[config.mk]
export PLATFORM = sky130hd
export DESIGN_NAME = quant_drain_ctrl
export DESIGN_NICKNAME = d
export VERILOG_FILES = /design/src/rtl/quant_drain_ctrl.sv
export SDC_FILE = /design/constraint.sdc
export NUM_CORES = 1
export LEC_CHECK = 0
export CAP_MARGIN = 20
export CORE_MARGIN = 10
export CORE_UTILIZATION = 49
export CTS_BUF_LIST = sky130_fd_sc_hd__clkbuf_16
export DETAILED_ROUTE_END_ITERATION = 6
export PLACE_DENSITY = 0.82
export SETUP_SLACK_MARGIN = 0.4
export SLEW_MARGIN = 20
export SYNTH_ARGS = -nofsm -noshare
export SYNTH_HDL_FRONTEND = slang
export SYNTH_HIERARCHICAL = 1
export SYNTH_SLANG_ARGS = --single-unit
[constraint.sdc]
create_clock -name clk -period 3.15 [get_ports clk]
set_input_delay 0.945 -clock clk [delete_from_list [all_inputs] [get_ports clk]]
set_output_delay 0.945 -clock clk [all_outputs]
set_load 0.01 [all_outputs]
[src/rtl/quant_drain_ctrl.sv]
// Drains the psum buffer row by row, quantizes each row into NUM_COL signed lanes
// (round half away from zero, then saturate) and writes packed words to out_buffer.

module quant_drain_ctrl #(
    parameter int NUM_COL   = 4,
    parameter int NUM_ROW   = 4,
    parameter int INPUT_DW  = 24,
    parameter int INPUT_IT  = 17,
    parameter int INPUT_PC  = 6,
    parameter int OUTPUT_DW = 8,
    parameter int OUTPUT_IT = 4,
    parameter int OUTPUT_PC = 3,
    parameter int ADDR_W    = 8,
    parameter int SAT_CW    = 16
) (
    input  logic                          clk,
    input  logic                          rst_n,
    input  logic                          start,
    input  logic [ADDR_W-1:0]             base_addr,
    output logic                          busy,
    output logic                          done,
    output logic                          rd_en,
    output logic [$clog2(NUM_ROW)-1:0]    rd_row,
    input  logic [NUM_COL*INPUT_DW-1:0]   psum_rdata,
    output logic                          wr_en,
    input  logic                          wr_ready,
    output logic [ADDR_W-1:0]             wr_addr,
    output logic [NUM_COL*OUTPUT_DW-1:0]  wr_data,
    input  logic                          clr_sat,
    output logic [SAT_CW-1:0]             sat_cnt
);

    localparam int ROW_W   = $clog2(NUM_ROW);
    localparam int DROP_W  = INPUT_PC - OUTPUT_PC;
    localparam int TRUNC_W = INPUT_DW - DROP_W;
    // One guard bit above the truncated value so the rounding increment never wraps.
    localparam int SUM_W   = TRUNC_W + 1;
    localparam int CHK_W   = SUM_W - OUTPUT_DW + 1;
    localparam int NSAT_W  = $clog2(NUM_COL + 1);

    localparam logic [ROW_W-1:0] LAST_ROW = ROW_W'(NUM_ROW - 1);
    localparam logic [ROW_W-1:0] ROW_ONE  = ROW_W'(1'b1);

    typedef enum logic [2:0] {
        ST_IDLE = 3'd0,
        ST_RD   = 3'd1,
        ST_QNT  = 3'd2,
        ST_WR   = 3'd3,
        ST_DONE = 3'd4
    } state_t;

    state_t                    state_r;
    logic [ROW_W-1:0]          row_r;
    logic [ADDR_W-1:0]         base_r;
    logic [NUM_COL*OUTPUT_DW-1:0] q_data_s;
    logic [NSAT_W-1:0]         nsat_s;
    logic [OUTPUT_DW:0]        lane_q_s;
    logic [SAT_CW:0]           sat_sum_s;
    logic [SAT_CW-1:0]         sat_next_s;

    // Returns {saturated, quantized lane}.
    function automatic logic [OUTPUT_DW:0] quant_lane(input logic [INPUT_DW-1:0] psum);
        logic [TRUNC_W-1:0]   trunc_v;
        logic                 rnd_v;
        logic [SUM_W-1:0]     sum_v;
        logic [CHK_W-1:0]     top_v;
        logic                 sat_v;
        logic [OUTPUT_DW-1:0] q_v;
        trunc_v = psum[INPUT_DW-1:DROP_W];
        // Negative ties must not round toward zero, so they need a nonzero tail.
        rnd_v   = psum[DROP_W-1] & (~psum[INPUT_DW-1] | (|psum[DROP_W-2:0]));
        sum_v   = {trunc_v[TRUNC_W-1], trunc_v} + {{(SUM_W-1){1'b0}}, rnd_v};
        top_v   = sum_v[SUM_W-1 -: CHK_W];
        sat_v   = (top_v != {CHK_W{1'b0}}) && (top_v != {CHK_W{1'b1}});
        if (sat_v) begin
            q_v = sum_v[SUM_W-1] ? {1'b1, {(OUTPUT_DW-1){1'b0}}}
                                 : {1'b0, {(OUTPUT_DW-1){1'b1}}};
        end else begin
            q_v = sum_v[OUTPUT_DW-1:0];
        end
        return {sat_v, q_v};
    endfunction

    // Quantize every lane of the returned row and count saturated lanes.
    always_comb begin
        q_data_s = {(NUM_COL*OUTPUT_DW){1'b0}};
        nsat_s   = {NSAT_W{1'b0}};
        lane_q_s = {(OUTPUT_DW+1){1'b0}};
        for (int i = 0; i < NUM_COL; i++) begin
            lane_q_s = quant_lane(psum_rdata[i*INPUT_DW +: INPUT_DW]);
            q_data_s[i*OUTPUT_DW +: OUTPUT_DW] = lane_q_s[OUTPUT_DW-1:0];
            nsat_s = nsat_s + {{(NSAT_W-1){1'b0}}, lane_q_s[OUTPUT_DW]};
        end
    end

    // Saturating accumulation of the per-row saturated-lane count.
    always_comb begin
        sat_sum_s = {1'b0, sat_cnt} + {{(SAT_CW+1-NSAT_W){1'b0}}, nsat_s};
        if (sat_sum_s[SAT_CW]) begin
            sat_next_s = {SAT_CW{1'b1}};
        end else begin
            sat_next_s = sat_sum_s[SAT_CW-1:0];
        end
    end

    // Drain sequencer with registered handshake and data outputs.
    always_ff @(posedge clk or negedge rst_n) begin
        if (!rst_n) begin
            state_r <= ST_IDLE;
            row_r   <= {ROW_W{1'b0}};
            base_r  <= {ADDR_W{1'b0}};
            busy    <= 1'b0;
            done    <= 1'b0;
            rd_en   <= 1'b0;
            rd_row  <= {ROW_W{1'b0}};
            wr_en   <= 1'b0;
            wr_addr <= {ADDR_W{1'b0}};
            wr_data <= {(NUM_COL*OUTPUT_DW){1'b0}};
        end else begin
            case (state_r)
                ST_IDLE: begin
                    done <= 1'b0;
                    if (start) begin
                        state_r <= ST_RD;
                        base_r  <= base_addr;
                        row_r   <= {ROW_W{1'b0}};
                        busy    <= 1'b1;
                        rd_en   <= 1'b1;
                        rd_row  <= {ROW_W{1'b0}};
                    end
                end
                ST_RD: begin
                    rd_en   <= 1'b0;
                    state_r <= ST_QNT;
                end
                ST_QNT: begin
                    wr_en   <= 1'b1;
                    wr_data <= q_data_s;
                    wr_addr <= base_r + {{(ADDR_W-ROW_W){1'b0}}, row_r};
                    state_r <= ST_WR;
                end
                ST_WR: begin
                    if (wr_ready) begin
                        wr_en <= 1'b0;
                        if (row_r == LAST_ROW) begin
                            state_r <= ST_DONE;
                        end else begin
                            row_r   <= row_r + ROW_ONE;
                            rd_row  <= row_r + ROW_ONE;
                            rd_en   <= 1'b1;
                            state_r <= ST_RD;
                        end
                    end
                end
                ST_DONE: begin
                    done    <= 1'b1;
                    busy    <= 1'b0;
                    state_r <= ST_IDLE;
                end
                default: begin
                    state_r <= ST_IDLE;
                    busy    <= 1'b0;
                    done    <= 1'b0;
                    rd_en   <= 1'b0;
                    wr_en   <= 1'b0;
                end
            endcase
        end
    end

    // Saturation counter; a clear wins over a same-cycle increment.
    always_ff @(posedge clk or negedge rst_n) begin
        if (!rst_n) begin
            sat_cnt <= {SAT_CW{1'b0}};
        end else if (clr_sat) begin
            sat_cnt <= {SAT_CW{1'b0}};
        end else if (state_r == ST_QNT) begin
            sat_cnt <= sat_next_s;
        end
    end

    quant_drain_ctrl_chk #(
        .ADDR_W (ADDR_W),
        .DATA_W (NUM_COL*OUTPUT_DW)
    ) u_chk (
        .clk      (clk),
        .rst_n    (rst_n),
        .busy     (busy),
        .done     (done),
        .rd_en    (rd_en),
        .wr_en    (wr_en),
        .wr_ready (wr_ready),
        .wr_addr  (wr_addr),
        .wr_data  (wr_data)
    );

endmodule

// Protocol checker: write hold under backpressure and mutually exclusive strobes.
module quant_drain_ctrl_chk #(
    parameter int ADDR_W = 8,
    parameter int DATA_W = 32
) (
    input logic              clk,
    input logic              rst_n,
    input logic              busy,
    input logic              done,
    input logic              rd_en,
    input logic              wr_en,
    input logic              wr_ready,
    input logic [ADDR_W-1:0] wr_addr,
    input logic [DATA_W-1:0] wr_data
);

    logic              stall_r;
    logic [ADDR_W-1:0] addr_q_r;
    logic [DATA_W-1:0] data_q_r;

    // Remember a stalled write so the next cycle can be compared against it.
    always_ff @(posedge clk or negedge rst_n) begin
        if (!rst_n) begin
            stall_r  <= 1'b0;
            addr_q_r <= {ADDR_W{1'b0}};
            data_q_r <= {DATA_W{1'b0}};
        end else begin
            stall_r  <= wr_en & ~wr_ready;
            addr_q_r <= wr_addr;
            data_q_r <= wr_data;
        end
    end

    a_hold: assert property (@(posedge clk) disable iff (!rst_n)
        stall_r |-> (wr_en && (wr_addr == addr_q_r) && (wr_data == data_q_r)));
    a_excl: assert property (@(posedge clk) disable iff (!rst_n) !(rd_en && wr_en));
    a_done: assert property (@(posedge clk) disable iff (!rst_n) done |-> !busy);

endmodule

==> flow_metrics.env, run 1 <==
export IMPL_outcome="finished with violations"
export IMPL_violations="setup timing"
export IMPL_synth_common_cells="98 x nand2_1, 73 x dfrtp_1, 57 x nand3_1"
export IMPL_core_area_um2=11600
export IMPL_synth_edff_count=0
export IMPL_finalPower_w=0.00514
export IMPL_hold_end="wr_addr[0]"
export IMPL_clock_latency_ns=0.34
export IMPL_drcViolationCount=0
export IMPL_grt_max_degree=74
export IMPL_async_reset_ff_frac=1.00
export IMPL_synth_area_leaders="dfrtp_1 31%, nand2_1 6.3%, nand3_1 4.9%"
export IMPL_period_needed_ns=5.14
export IMPL_cp_slowest_stage_delay_ns=0.44
export IMPL_clockBufferDepth=2
export IMPL_num_nets_final=1199
export IMPL_netlist_instances=711
export IMPL_htreeDepth=3
export IMPL_synth_most_common_cell="nand2_1"
export IMPL_place_inst=1167
export IMPL_port_buffers=170
export IMPL_ys_flop_type="dfrtp_1"
export IMPL_postLayoutSetupSlackWorst_ns=-1.99
export IMPL_synth_top_area_frac=0.311
export IMPL_leakage_nw=4.40
export IMPL_finalCritPeriodShare=1.63
export IMPL_antenna_found_initial=0
export IMPL_syn_cell_area_um2=5880
export IMPL_path_clk_slew_ns=0.06
export IMPL_fillerInstances=521
export IMPL_netlist_cell_type_count=74
export IMPL_min_from="wr_addr[0]"
export IMPL_dp_hpwl_um=16900
export IMPL_hold_buffers=0
export IMPL_skew_ns=0.00745
export IMPL_crit_fanout=6
export IMPL_critPathKind="in -> reg"
export IMPL_hold_viol=0
export IMPL_grt_pass1_wl_um=37400
export IMPL_fmax_mhz=195
export IMPL_start_util=0.509
export IMPL_irDropWorstVdd_mv=0.652
export IMPL_final_max_slew_viol_count=0
export IMPL_yosysSeqAreaShare=0.311
export IMPL_postRouteAntennaNets=0
export IMPL_post_drt_wl_per_cell_um=21.1
export IMPL_die_h_um=130
export IMPL_clkSinkCount=73
export IMPL_yosys_warnings=6
export IMPL_wl_um=25800
export IMPL_reg2reg_slack_ns=0.17
export IMPL_relSlewSlack=0.377
export IMPL_cp_slowest_cell="fa_1"
export IMPL_final_util=0.892
export IMPL_antenna_cells=0
export IMPL_io_pins=171
export IMPL_drive_gt1_frac=0.346
export IMPL_end_kind="flip-flop"
export IMPL_crit_path_start_kind="primary input"
export IMPL_r2r_worst_path_cells=13
export IMPL_tightest_slew_ns=0.934
export IMPL_globalplace_congestion=0.932
export IMPL_synth_fp_nets=836
export IMPL_p_per_area_nw_per_um2=498
export IMPL_root_buffer="clkbuf_16"
export IMPL_cap_violations=0
export IMPL_syn_avg_cell_area_um2=8.27
export IMPL_ys_ff_latch=73
export IMPL_overflow=0
export IMPL_stdcell_count=1222
export IMPL_r2r_end="sat_cnt[14]"
export IMPL_path_common_cell="buf_6"
export IMPL_grt_pass1_vias=7543
export IMPL_reg2reg_from="sat_cnt[0]"
export IMPL_worstPathRequired_ns=3.38
export IMPL_area_delta_synth_final_pct=75.3
export IMPL_hp_class="reg -> reg"
export IMPL_finalSetupViolations=29
export IMPL_die_w_um=130
export IMPL_min_delay_path_depth=2
export IMPL_cts_buffers_inserted=9
export IMPL_firstDrtPassIters=5
export IMPL_rows=39
export IMPL_vias=7694
export IMPL_first_iter_violations=917
export IMPL_die_area_um2=16800
export IMPL_cts_tree="yes"
export IMPL_grt_usage=0.272
export IMPL_rsz0062_at_grt="yes"
export IMPL_synth_largest_area_cell="dfrtp_1"
export IMPL_critPathArrivalTime_ns=5.37
export IMPL_routed_via_density=6.30
## worst max-delay path: cells and delay by family
kind                     cells  cell delay [ns]
buffers and inverters        7             0.81
adder cells (fa/ha/maj)      4             1.08
AO/OA/AOI/OAI                8             1.38
AND/OR/NAND/NOR              6             1.16
## layout make-up
class	instances	area, um2	area share
inverters	18	67.6	0.00655
multi-input cells	582	4490	0.436
clock inverters	7	62.6	0.00607
repair buffers	390	3460	0.335
well taps	143	179	0.0174
flip-flops and latches	73	1830	0.177
clock buffers	9	225	0.0218
## worst max path at each step
| stage | slack (ns) | startpoint | cells past startpoint | end |
|---|---|---|---|---|
| 2_1_floorplan | -1.70 | psum_rdata[73] | 22 | sat_cnt[9] |
| 3_3_place_gp | -2.41 | psum_rdata[73] | 22 | sat_cnt[5] |
| 3_5_place_dp | -2.54 | psum_rdata[73] | 24 | sat_cnt[5] |
| 4_1_cts | -1.91 | psum_rdata[95] | 24 | sat_cnt[13] |
| 5_1_grt | -2.12 | psum_rdata[72] | 25 | sat_cnt[13] |
| 6_report | -1.99 | psum_rdata[72] | 25 | sat_cnt[5] |
## per-layer routing
| metal | vias to the layer above | share of wire | track usage |
|---|---|---|---|
| met5 | - | 0 | 0 |
| met4 | 0 | 0.038 | 0.0913 |
| met3 | 119 | 0.084 | 0.0608 |
| met2 | 479 | 0.51 | 0.488 |
| met1 | 3682 | 0.37 | 0.312 |
| li1 | 3414 | - | - |
## registers in the layout, indices dropped and copies added (netlist names)
register  cells
wr_data      32
sat_cnt      16
base_r        8
wr_addr       8
state_r       3
row_r         2
busy          1
done          1
rd_en         1
wr_en         1
## timing repair
| item | in CTS | in global routing |
|---|---|---|
| endpoints found under the setup margin | 45 | 44 |
| setup buffers | 25 | 14 |
| pin swaps | 66 | 47 |
| resized for setup | 169 | 69 |
| cloned | 0 | 0 |
## kinds of logic after synthesis
kind of cell               share of synthesized area
xor gates and xnor gates                      0.0700
buffers and inverters                         0.0438
DFF                                            0.311
adders and majority gates                     0.0391
AOI/OAI and AO/OA                              0.205
and+or+nand+nor                                0.309
muxes                                         0.0221
## power breakdown
part | switching, W | internal, W
Clock | 0.000405 | 0.000605
Combinational | 0.00124 | 0.00126
Sequential | 0.000322 | 0.00131
## cell usage in the layout, fill, tap and decap left out, types with 6 or more instances in the layout
master	instances
or3_1	8
nor2_1	48
o311ai_0	8
a311oi_1	6
nor3_1	16
xnor2_1	20
nand3_2	6
nand3_4	6
buf_6	32
dlymetal6s2s_1	14
a21oi_2	6
buf_4	198
nor3_2	6
mux2_2	8
a211oi_2	7
a21oi_1	16
a31oi_1	14
clkbuf_16	9
xor2_1	24
nor4_4	7
nand4_1	20
inv_1	17
o21ai_0	23
and3_1	12
dlygate4sd2_1	38
clkdlybuf4s50_1	99
o211ai_1	12
nand2_1	96
a311oi_2	6
nand3_1	48
ha_4	8
dfrtp_1	73
## through the flow
stage                     hold WS [ns]  setup TNS, ns  worst slack, ns  cell area, um2
after floorplan                  0.485         -25.86            -1.70            6230
after global placement           0.463         -52.17            -2.41            9230
after detailed placement         0.471         -56.04            -2.54            9230
after CTS                        0.485         -30.24            -1.91            9970
after global routing             0.499         -35.92            -2.12           10300
final                            0.485         -32.47            -1.99           10300
No activity file was read; power rests on OpenSTA's default activity.
==> run 2, diff against run 1 <==
--- a/config.mk
+++ b/config.mk
@@ -6,11 +6,13 @@
 export NUM_CORES = 1
 export LEC_CHECK = 0
 export CAP_MARGIN = 20
+export CELL_PAD_IN_SITES_DETAIL_PLACEMENT = 2
+export CELL_PAD_IN_SITES_GLOBAL_PLACEMENT = 2
 export CORE_MARGIN = 10
-export CORE_UTILIZATION = 49
+export CORE_UTILIZATION = 28
 export CTS_BUF_LIST = sky130_fd_sc_hd__clkbuf_16
 export DETAILED_ROUTE_END_ITERATION = 6
-export PLACE_DENSITY = 0.82
+export PLACE_DENSITY_LB_ADDON = 0.1
 export SETUP_SLACK_MARGIN = 0.4
 export SLEW_MARGIN = 20
 export SYNTH_ARGS = -nofsm -noshare
==> run 2 against run 1 <==
Against the previous run:
- critical path type unchanged
- final area increased by 5.2%
- critical endpoint is now sat_cnt[3]
- largest power group unchanged
- die area grew 62%
- the run still ends with setup timing left
- count of clock-buffer cells in the layout unchanged
- global-route usage shrank 4.4 points
- register-to-register slack better by 0.04 ns
- sequential share of layout area down 0.88 points
- highest routed layer unchanged
==> flow_metrics.env, run 2 (synthesis results as in run 1) <==
export IMPL_grt_pass1_wl_um=49400
export IMPL_clock_latency_ns=0.35
export IMPL_stdcell_count=1359
export IMPL_largest_reg_flops=32
export IMPL_relSlewSlack=0.275
export IMPL_die_h_um=165
export IMPL_tightest_slew_ns=1.09
export IMPL_seq_area_um2=1830
export IMPL_cp_cell_sequence="buf_6 -> nor2_4 -> a21boi_2 -> ha_2 -> buf_6 -> buf_4 -> and4_1 -> nor4_1 -> a31oi_1 -> o22ai_1 -> nand2_1 -> o31a_1 -> inv_2 -> fa_1 -> inv_2 -> fa_2 -> fa_2 -> nand2_2 -> or2_4 -> or4_4 -> buf_6 -> a211o_1 -> a21oi_1"
export IMPL_postRouteAntennaNets=0
export IMPL_end_kind="flip-flop"
export IMPL_cts_buffers_inserted=9
export IMPL_root_buffer="clkbuf_16"
export IMPL_placed_area_um2=9400
export IMPL_postLayoutCellArea_um2=10900
export IMPL_critPathBufInv=6
export IMPL_hp_class="reg -> reg"
export IMPL_htreeDepth=3
export IMPL_post_drt_wl_per_cell_um=26.9
export IMPL_regMostFlops="wr_data"
export IMPL_cp_slowest_cell="or4_4"
export IMPL_cap_violations=0
export IMPL_dp_hpwl_um=22200
export IMPL_fillerInstances=2120
export IMPL_start_util=0.288
export IMPL_largestRegisters="wr_data (32), sat_cnt (16)"
export IMPL_finalCritPeriodShare=1.68
export IMPL_outcome="finished with violations"
export IMPL_leakage_nw=4.51
export IMPL_path_common_cell="buf_6"
export IMPL_cp_top_family="simple AND/OR/NAND/NOR gates"
export IMPL_hold_viol=0
export IMPL_clkSinkCount=73
export IMPL_grt_pass1_vias=8561
export IMPL_firstDrtPassIters=5
export IMPL_multiInputGateArea_um2=4790
export IMPL_skew_ns=0.0146
export IMPL_place_inst=1296
export IMPL_drcViolationCount=0
export IMPL_finalSetupViolations=43
export IMPL_io_pins=171
export IMPL_mostFrequentLayoutCells="198 x buf_4, 100 x clkdlybuf4s50_1, 93 x nand2_1, 73 x dfrtp_1, 48 x nor2_1"
export IMPL_period_needed_ns=5.28
export IMPL_first_iter_violations=433
export IMPL_port_buffers=170
export IMPL_layout_cells_most_common="buf_4"
export IMPL_final_max_slew_viol_count=0
export IMPL_num_nets_final=1207
export IMPL_globalplace_congestion=0.860
export IMPL_core_area_um2=20400
export IMPL_grt_max_degree=74
export IMPL_overflow=0
export IMPL_area_delta_synth_final_pct=84.5
export IMPL_cts_tree="yes"
export IMPL_fmax_mhz=189
export IMPL_routed_via_density=5.70
export IMPL_antenna_found_initial=2
export IMPL_grt_usage=0.228
export IMPL_critPathKind="in -> reg"
export IMPL_vias=7743
export IMPL_wl_um=36600
export IMPL_path_clk_slew_ns=0.06
export IMPL_rows=52
export IMPL_rsz0062_at_grt="yes"
export IMPL_postLayoutSetupSlackWorst_ns=-2.13
export IMPL_drive_gt1_frac=0.378
export IMPL_violations="setup timing"
export IMPL_die_area_um2=27200
export IMPL_hold_buffers=0
export IMPL_die_w_um=165
export IMPL_crit_fanout=7
export IMPL_cp_slowest_stage_delay_ns=0.50
export IMPL_crit_path_start_kind="primary input"
export IMPL_irDropWorstVdd_mv=0.300
export IMPL_p_per_area_nw_per_um2=509
export IMPL_clockBufferDepth=2
export IMPL_critPathArrivalTime_ns=5.53
export IMPL_worstPathRequired_ns=3.41
## run 2: changes by cell type in the layout (fill, tap and decap cells not counted), sizes merged, moves of 2 or more
| cell | delta |
|---|---|
| diode | +2 |
| buf | +8 |
| dlygate4sd2 | +8 |
| clkdlybuf4s15 | +2 |
| dlymetal6s2s | -11 |
## run 2: final timing paths
kind                                   end      startpoint  cells past startpoint  slack (ns)
worst max-delay path            sat_cnt[3]  psum_rdata[72]                     23       -2.13
min in group asynchronous       wr_addr[7]           rst_n                      1        0.51
worst min register to register  wr_addr[1]      wr_addr[1]                      2        0.49
worst max register to register  sat_cnt[3]      sat_cnt[0]                     11        0.21
max in group asynchronous       wr_data[8]           rst_n                      2        2.03
worst min-delay path            wr_addr[1]      wr_addr[1]                      2        0.49
## run 2: routing by layer
layer,vias up,wire [um],GRT usage
li1,3416,-,-
met1,3988,14400,0.261
met2,251,19500,0.419
met3,88,1520,0.0393
met4,0,1240,0.0684
met5,-,0,0
## run 2: metrics by stage
step	hold WS, ns	total power, W	TNS (ns)	setup WS, ns	utilization
final	0.491	0.00552	-35.97	-2.13	0.531
after CTS	0.491	0.00527	-29.60	-1.89	0.506
after floorplan	0.485	0.00270	-25.86	-1.70	-
after global placement	0.462	0.00394	-54.78	-2.46	0.460
after global routing	0.525	0.00584	-41.63	-2.33	0.531
after detailed placement	0.478	0.00411	-62.83	-2.75	0.460
## run 2: power by group
group          switching, W  internal, W  leakage (nW)
logic               0.00144      0.00135          3.46
registers          0.000367      0.00131         0.908
clock network      0.000445     0.000606         0.142
## run 2: area by class of cell
class	count	area share
diodes	2	0.000461
clock buffers	9	0.0208
clock inverters	7	0.00553
inverters	18	0.00623
multi-input cells	582	0.442
flip-flops and latches	73	0.168
well taps	270	0.0311
repair buffers	398	0.326
## run 2: timing repair
action / 4_1_cts / 5_1_grt
gates resized for setup: 225 / 84
buffers inserted: 29 / 15
setup endpoints to repair: 45 / 45
cloned: 0 / 0
pin swaps: 78 / 57
endpoints found under the hold margin: 0 / 0
## run 2: worst min-delay path: cells and delay by family (launching register included)
| kind | cells | cell delay (ns) |
|---|---|---|
| compound gates | 1 | 0.06 |
| flops | 1 | 0.35 |
| simple gates | 1 | 0.05 |
